==> src/rtl/pipe_pkg.sv <==
// Shared types and constants for the pipeline hold/flush controller.
//   pipe_state_e : controller FSM state (RUN / HOLD / REDIRECT)
//   NOP_INSTR    : instruction word loaded into a bubbled IF/ID
//   BUBBLE_CTRL  : control word loaded into a bubbled ID/EX or EX/MEM
//   PC_INC       : sequential fetch increment
package pipe_pkg;

    typedef enum logic [1:0] {
        ST_RUN      = 2'd0,
        ST_HOLD     = 2'd1,
        ST_REDIRECT = 2'd2
    } pipe_state_e;

    localparam logic [31:0] NOP_INSTR   = 32'd0;
    localparam logic [7:0]  BUBBLE_CTRL = 8'd0;
    localparam int unsigned PC_INC      = 4;

endpackage : pipe_pkg

==> src/rtl/pipe_reg.sv <==
// Width-parameterised pipeline register.
//   clk, rst : clock, synchronous active-high reset (loads BUBBLE)
//   en       : load d when 1, keep when 0
//   flush    : load BUBBLE; wins over en
//   d, q     : payload in / out
module pipe_reg #(
    parameter int unsigned  W      = 8,
    parameter logic [W-1:0] BUBBLE = '0
) (
    input  logic         clk,
    input  logic         rst,
    input  logic         en,
    input  logic         flush,
    input  logic [W-1:0] d,
    output logic [W-1:0] q
);

    always_ff @(posedge clk) begin
        if (rst) begin
            q <= BUBBLE;
        end else if (flush) begin
            q <= BUBBLE;
        end else if (en) begin
            q <= d;
        end
    end

endmodule : pipe_reg

==> src/rtl/pipe_hold_ctrl.sv <==
// Pipeline hold/flush controller: owns the PC and the IF/ID, ID/EX (control)
// and EX/MEM (control) registers, applies hazard-unit stalls and bubbles,
// redirects the PC on a taken branch and flags a stuck hold (hang).
// Ports:
//   clk, rst                  clock, synchronous active-high reset
//   hold_i, id_flush_i,       hazard unit controls
//   ex_flush_i
//   br_taken_i, br_target_i   branch redirect from ID
//   if_instr_i                instruction fetched at pc_o
//   id_ctrl_i                 control word decoded from if_id_instr_o
//   pc_o                      fetch PC
//   if_id_*_o                 IF/ID pc, instruction, valid
//   id_ex_*_o, ex_mem_*_o     control word and valid of ID/EX and EX/MEM
//   state_o                   FSM state (RUN=0, HOLD=1, REDIRECT=2)
//   hang_o                    sticky: hold_i stayed high MAX_HOLD cycles
// Optional (macro PIPE_PERF_CNT_EN): stall_cnt_o / flush_cnt_o saturating
// performance counters.
module pipe_hold_ctrl
    import pipe_pkg::*;
#(
    parameter int unsigned     PC_BITS    = 32,
    parameter int unsigned     INSTR_BITS = 32,
    parameter int unsigned     CTRL_BITS  = 8,
    parameter logic [PC_BITS-1:0] RESET_PC = '0,
    parameter int unsigned     MAX_HOLD   = 15
`ifdef PIPE_PERF_CNT_EN
    ,
    parameter int unsigned     CNT_BITS   = 16
`endif
) (
    input  logic                  clk,
    input  logic                  rst,
    input  logic                  hold_i,
    input  logic                  id_flush_i,
    input  logic                  ex_flush_i,
    input  logic                  br_taken_i,
    input  logic [PC_BITS-1:0]    br_target_i,
    input  logic [INSTR_BITS-1:0] if_instr_i,
    input  logic [CTRL_BITS-1:0]  id_ctrl_i,
    output logic [PC_BITS-1:0]    pc_o,
    output logic [PC_BITS-1:0]    if_id_pc_o,
    output logic [INSTR_BITS-1:0] if_id_instr_o,
    output logic                  if_id_valid_o,
    output logic [CTRL_BITS-1:0]  id_ex_ctrl_o,
    output logic                  id_ex_valid_o,
    output logic [CTRL_BITS-1:0]  ex_mem_ctrl_o,
    output logic                  ex_mem_valid_o,
    output logic [1:0]            state_o,
    output logic                  hang_o
`ifdef PIPE_PERF_CNT_EN
    ,
    output logic [CNT_BITS-1:0]   stall_cnt_o,
    output logic [CNT_BITS-1:0]   flush_cnt_o
`endif
);

    localparam int unsigned IF_ID_W  = PC_BITS + INSTR_BITS + 1;
    localparam int unsigned CTRL_W   = CTRL_BITS + 1;
    localparam int unsigned HCNT_BITS = (MAX_HOLD < 1) ? 1 : $clog2(MAX_HOLD + 1);
    localparam logic [HCNT_BITS-1:0] HOLD_LIMIT = HCNT_BITS'(MAX_HOLD);

    localparam logic [IF_ID_W-1:0] IF_ID_BUBBLE =
        {PC_BITS'(0), INSTR_BITS'(NOP_INSTR), 1'b0};
    localparam logic [CTRL_W-1:0]  CTRL_BUBBLE  = {CTRL_BITS'(BUBBLE_CTRL), 1'b0};

    pipe_state_e           state_q, state_d;
    logic [PC_BITS-1:0]    pc_q, pc_d;
    logic [HCNT_BITS-1:0]  hold_cnt_q, hold_cnt_d;
    logic                  hang_q;

    // A branch only counts once its operands are ready (hold low).
    logic br_redirect;
    assign br_redirect = br_taken_i & ~hold_i;

    // Next-state, next-PC and hold-run counter.
    always_comb begin
        state_d    = ST_RUN;
        pc_d       = pc_q + PC_BITS'(PC_INC);
        hold_cnt_d = '0;
        if (hold_i) begin
            state_d = ST_HOLD;
            pc_d    = pc_q;
            hold_cnt_d = (hold_cnt_q == HOLD_LIMIT) ? hold_cnt_q
                                                    : hold_cnt_q + HCNT_BITS'(1);
        end else if (br_taken_i) begin
            state_d = ST_REDIRECT;
            pc_d    = br_target_i;
        end
    end

    // State, PC, hold counter and sticky hang flag.
    always_ff @(posedge clk) begin
        if (rst) begin
            state_q    <= ST_RUN;
            pc_q       <= RESET_PC;
            hold_cnt_q <= '0;
            hang_q     <= 1'b0;
        end else begin
            state_q    <= state_d;
            pc_q       <= pc_d;
            hold_cnt_q <= hold_cnt_d;
            hang_q     <= hang_q | (hold_cnt_d == HOLD_LIMIT);
        end
    end

    assign pc_o    = pc_q;
    assign state_o = state_q;
    assign hang_o  = hang_q;

    logic [IF_ID_W-1:0] if_id_q;
    logic [CTRL_W-1:0]  id_ex_q;
    logic [CTRL_W-1:0]  ex_mem_q;

    pipe_reg #(.W(IF_ID_W), .BUBBLE(IF_ID_BUBBLE)) u_if_id (
        .clk   (clk),
        .rst   (rst),
        .en    (~hold_i),
        .flush (br_redirect),
        .d     ({pc_q, if_instr_i, 1'b1}),
        .q     (if_id_q)
    );

    pipe_reg #(.W(CTRL_W), .BUBBLE(CTRL_BUBBLE)) u_id_ex (
        .clk   (clk),
        .rst   (rst),
        .en    (1'b1),
        .flush (hold_i | id_flush_i),
        .d     ({id_ctrl_i, if_id_valid_o}),
        .q     (id_ex_q)
    );

    pipe_reg #(.W(CTRL_W), .BUBBLE(CTRL_BUBBLE)) u_ex_mem (
        .clk   (clk),
        .rst   (rst),
        .en    (1'b1),
        .flush (ex_flush_i),
        .d     (id_ex_q),
        .q     (ex_mem_q)
    );

    assign {if_id_pc_o, if_id_instr_o, if_id_valid_o} = if_id_q;
    assign {id_ex_ctrl_o, id_ex_valid_o}              = id_ex_q;
    assign {ex_mem_ctrl_o, ex_mem_valid_o}            = ex_mem_q;

`ifdef PIPE_PERF_CNT_EN
    localparam logic [CNT_BITS-1:0] CNT_MAX = '1;

    logic flush_evt;
    assign flush_evt = id_flush_i | ex_flush_i | br_redirect;

    // Saturating stall / flush event counters.
    always_ff @(posedge clk) begin
        if (rst) begin
            stall_cnt_o <= '0;
            flush_cnt_o <= '0;
        end else begin
            if (hold_i && stall_cnt_o != CNT_MAX) begin
                stall_cnt_o <= stall_cnt_o + CNT_BITS'(1);
            end
            if (flush_evt && flush_cnt_o != CNT_MAX) begin
                flush_cnt_o <= flush_cnt_o + CNT_BITS'(1);
            end
        end
    end
`endif

endmodule : pipe_hold_ctrl
==> config.mk <==
export PLATFORM = sky130hd
export DESIGN_NAME = pipe_hold_ctrl
export DESIGN_NICKNAME = d
export VERILOG_FILES = /design/src/rtl/pipe_pkg.sv /design/src/rtl/pipe_reg.sv /design/src/rtl/pipe_hold_ctrl.sv
export SDC_FILE = /design/constraint.sdc
export NUM_CORES = 1
export LEC_CHECK = 0
export CORE_ASPECT_RATIO = 0.6
export CORE_MARGIN = 8
export CORE_UTILIZATION = 48
export DETAILED_ROUTE_END_ITERATION = 8
export GPL_ROUTABILITY_DRIVEN = 0
export PLACE_DENSITY_LB_ADDON = 0.25
export SYNTH_ARGS = -nofsm -noshare
export SYNTH_HDL_FRONTEND = slang
export SYNTH_HIERARCHICAL = 1
export SYNTH_SLANG_ARGS = --single-unit
export TNS_END_PERCENT = 30
==> constraint.sdc <==
create_clock -name clk -period 3.5 [get_ports clk]
set_clock_uncertainty 0.05 [all_clocks]
set_input_delay 0.875 -clock clk [delete_from_list [all_inputs] [get_ports clk]]
set_output_delay 0.875 -clock clk [all_outputs]
set_load 0.005 [all_outputs]
==> out/results.ini <==
[logic_synthesis]
synth_edf_count = 0
yosysSeqAreaShare_pct = 46.2
synth-async-reset-ratio_pct = 0
ys_seq_elements = 122
synth_area_per_cell_um2 = 9.08
synth.top_cells.by_count = 128 x nor2_1, 122 x dfxtp_1, 92 x mux2i_1
synth_flop_cell = dfxtp_1
yosysWarnings = 6
synth_largest_area_cell = dfxtp_1
synth_cell_types = 55
syn_inst = 582
yosysMostFrequentCell = nor2_1
syn_area_um2 = 5290
synth_top_cell_area_share_pct = 46.2
synth.top_cells.by_area = dfxtp_1 46%, mux2i_1 17%, nor2_1 9.1%

[clocking]
cts_tree = done
postCtsResizedCells = 0
path_clk_slew_ns = 0.05
clockRootBuffer = clkbuf_16
clock_sinks = 122
cts_made_buffers = 17
postCtsSetupBuffers = 0
cts_hold_buf = 0
htreeDepth = 4
clk_latency_ns = 0.41
cts_buffer_depth = 2

[route]
ant_nets = 0
firstDrtPassIters = 6
via_per_inst = 5.45
drc_errors = 0
wl_per_cell_um = 18.7
wl_um = 17200
vias = 5014
drt_iter0_drc = 538

[grt]
first_global_vias = 4964
antenna_found_initial = 0
grt_max_degree = 86
grt_pass1_wl_um = 27300
grtUsageTotal_pct = 23.0
overflow = 0

[sta]
tightest_slew_ns = 1.29
fin_crit_ns = 2.56
rsz0062_at_grt = no
drv_slew = 0
slew_headroom_pct = 14.0
max_freq_mhz = 390
timing.setup.tns_ns = 0
hold_viol_final = 0
fin_crit_sh_pct = 73.2
setup_viol = 0

[setup_path]
r2r_setup_slack_ns = 1.10
crit_type = in -> reg
slowest_stage = or2_2
max_stage_delay_ns = 0.97
crit_chain = clkdlybuf4s50_1, inv_4, nand2_1, inv_1, or2_2, nor2_1
end_kind = flip-flop
required_ns = 3.69
cp.buffers_inverters = 3
crit_family = simple AND/OR/NAND/NOR gates
crit_arrival_ns = 2.75
worstSetupStartpointType = primary input
cp_max_fo = 65

[layout]
seq_area_um2 = 2440
areaGrowthSynthToFinish_pct = 48.8
multiInputGateArea_um2 = 2560
fillers = 770
diodes = 0
layout.nets = 848
final_core_util_pct = 74.0
drive_gt1_share_pct = 6.02

[placement]
port_buffers = 195
hpwlAfterDp_um = 12200

[flow_run]
drv_cap = 0

[floorplan]
coreArea_um2 = 10600
rows = 29
die_h_um = 97.3
initial_core_util_pct = 49.7
die_area_um2 = 14700
die_width_um = 151
io_pins = 196

[pwr]
vdd_ir_drop_max_mv = 0.382
power-per-cell-area_nw_per_um2 = 482
leakage_nw = 3.14

[status]
status = completed

[min_path]
hp-class = reg -> reg

## flip-flops by register name, indices dropped and copies added, names as in the netlist
signal,count
hang_o,1
hold_cnt_q,4
pc_o,32
state_o,2
u_ex_mem/q,9
u_id_ex/q,9
u_if_id/q,65
## report_power, final
group	switching [mW]	leakage [nW]	internal, mW
Clock	0.605	0.308	1.24
Sequential	0.0597	0.995	1.45
Combinational	0.185	1.83	0.252
## worst paths after layout
check | end | from | depth (start not counted)
max | u_if_id/q[29]$_SDFFE_PP0P_ | hold_i | 6
min | hang_o$_SDFF_PP0_ | hang_o$_SDFF_PP0_ | 2
max reg2reg | pc_o[20]$_SDFFE_PP0N_ | pc_o[2]$_SDFFE_PP0N_ | 6
min reg2reg | hang_o$_SDFF_PP0_ | hang_o$_SDFF_PP0_ | 2
## tightest hold or removal path, stage by stage, from the launching register on
cell      delay [ns]
dfxtp_1         0.33
nand2b_1        0.06
o41ai_1         0.05
## routing by layer
layer,track usage (%),wire length [um],vias to the layer above
li1,-,-,2414
met1,30.2,7560,2352
met2,35.5,7790,233
met3,7.26,1710,15
met4,6.13,146,0
met5,0,0,-
## placed cells by master, fill, tap and decap left out, types with 11 or more instances in the layout
master	instances
a21oi_1	28
clkbuf_16	17
clkdlybuf4s50_1	195
dfxtp_1	122
inv_1	11
mux2i_1	92
nand2_1	25
nand3_1	15
nand4_1	12
nor2_1	128
nor3_1	11
o21ai_0	18
## area by class of cell
| cell class | count | area share [%] |
|---|---|---|
| Clock inverter | 8 | 1.78 |
| Tap cell | 139 | 2.21 |
| Clock buffer | 24 | 6.12 |
| Timing Repair Buffer | 203 | 25.7 |
| Sequential cell | 122 | 31.0 |
| Multi-Input combinational cell | 412 | 32.5 |
| Inverter | 12 | 0.604 |
## per-stage QoR
step	std cells	hold WS (ns)	area, um^2	total power [mW]	setup slack, ns
2_1_floorplan	584	0.401	5290	1.73	0.998
3_3_place_gp	888	0.401	7240	1.95	0.657
3_5_place_dp	888	0.404	7240	1.97	0.526
4_1_cts	920	0.422	7870	3.80	0.943
5_1_grt	920	0.458	7870	3.92	0.802
6_report	920	0.413	7870	3.79	0.939
## cell families after synthesis
kind of cell               synth area share (%)
and+or+nand+nor                            19.0
DFF                                        46.2
muxes                                      17.7
AOI/OAI and AO/OA                          10.8
buffers and inverters                      5.59
adders and majority gates                 0.473
other                                    0.0709
xor gates and xnor gates                  0.166
No activity file was read; power rests on OpenSTA's default activity.
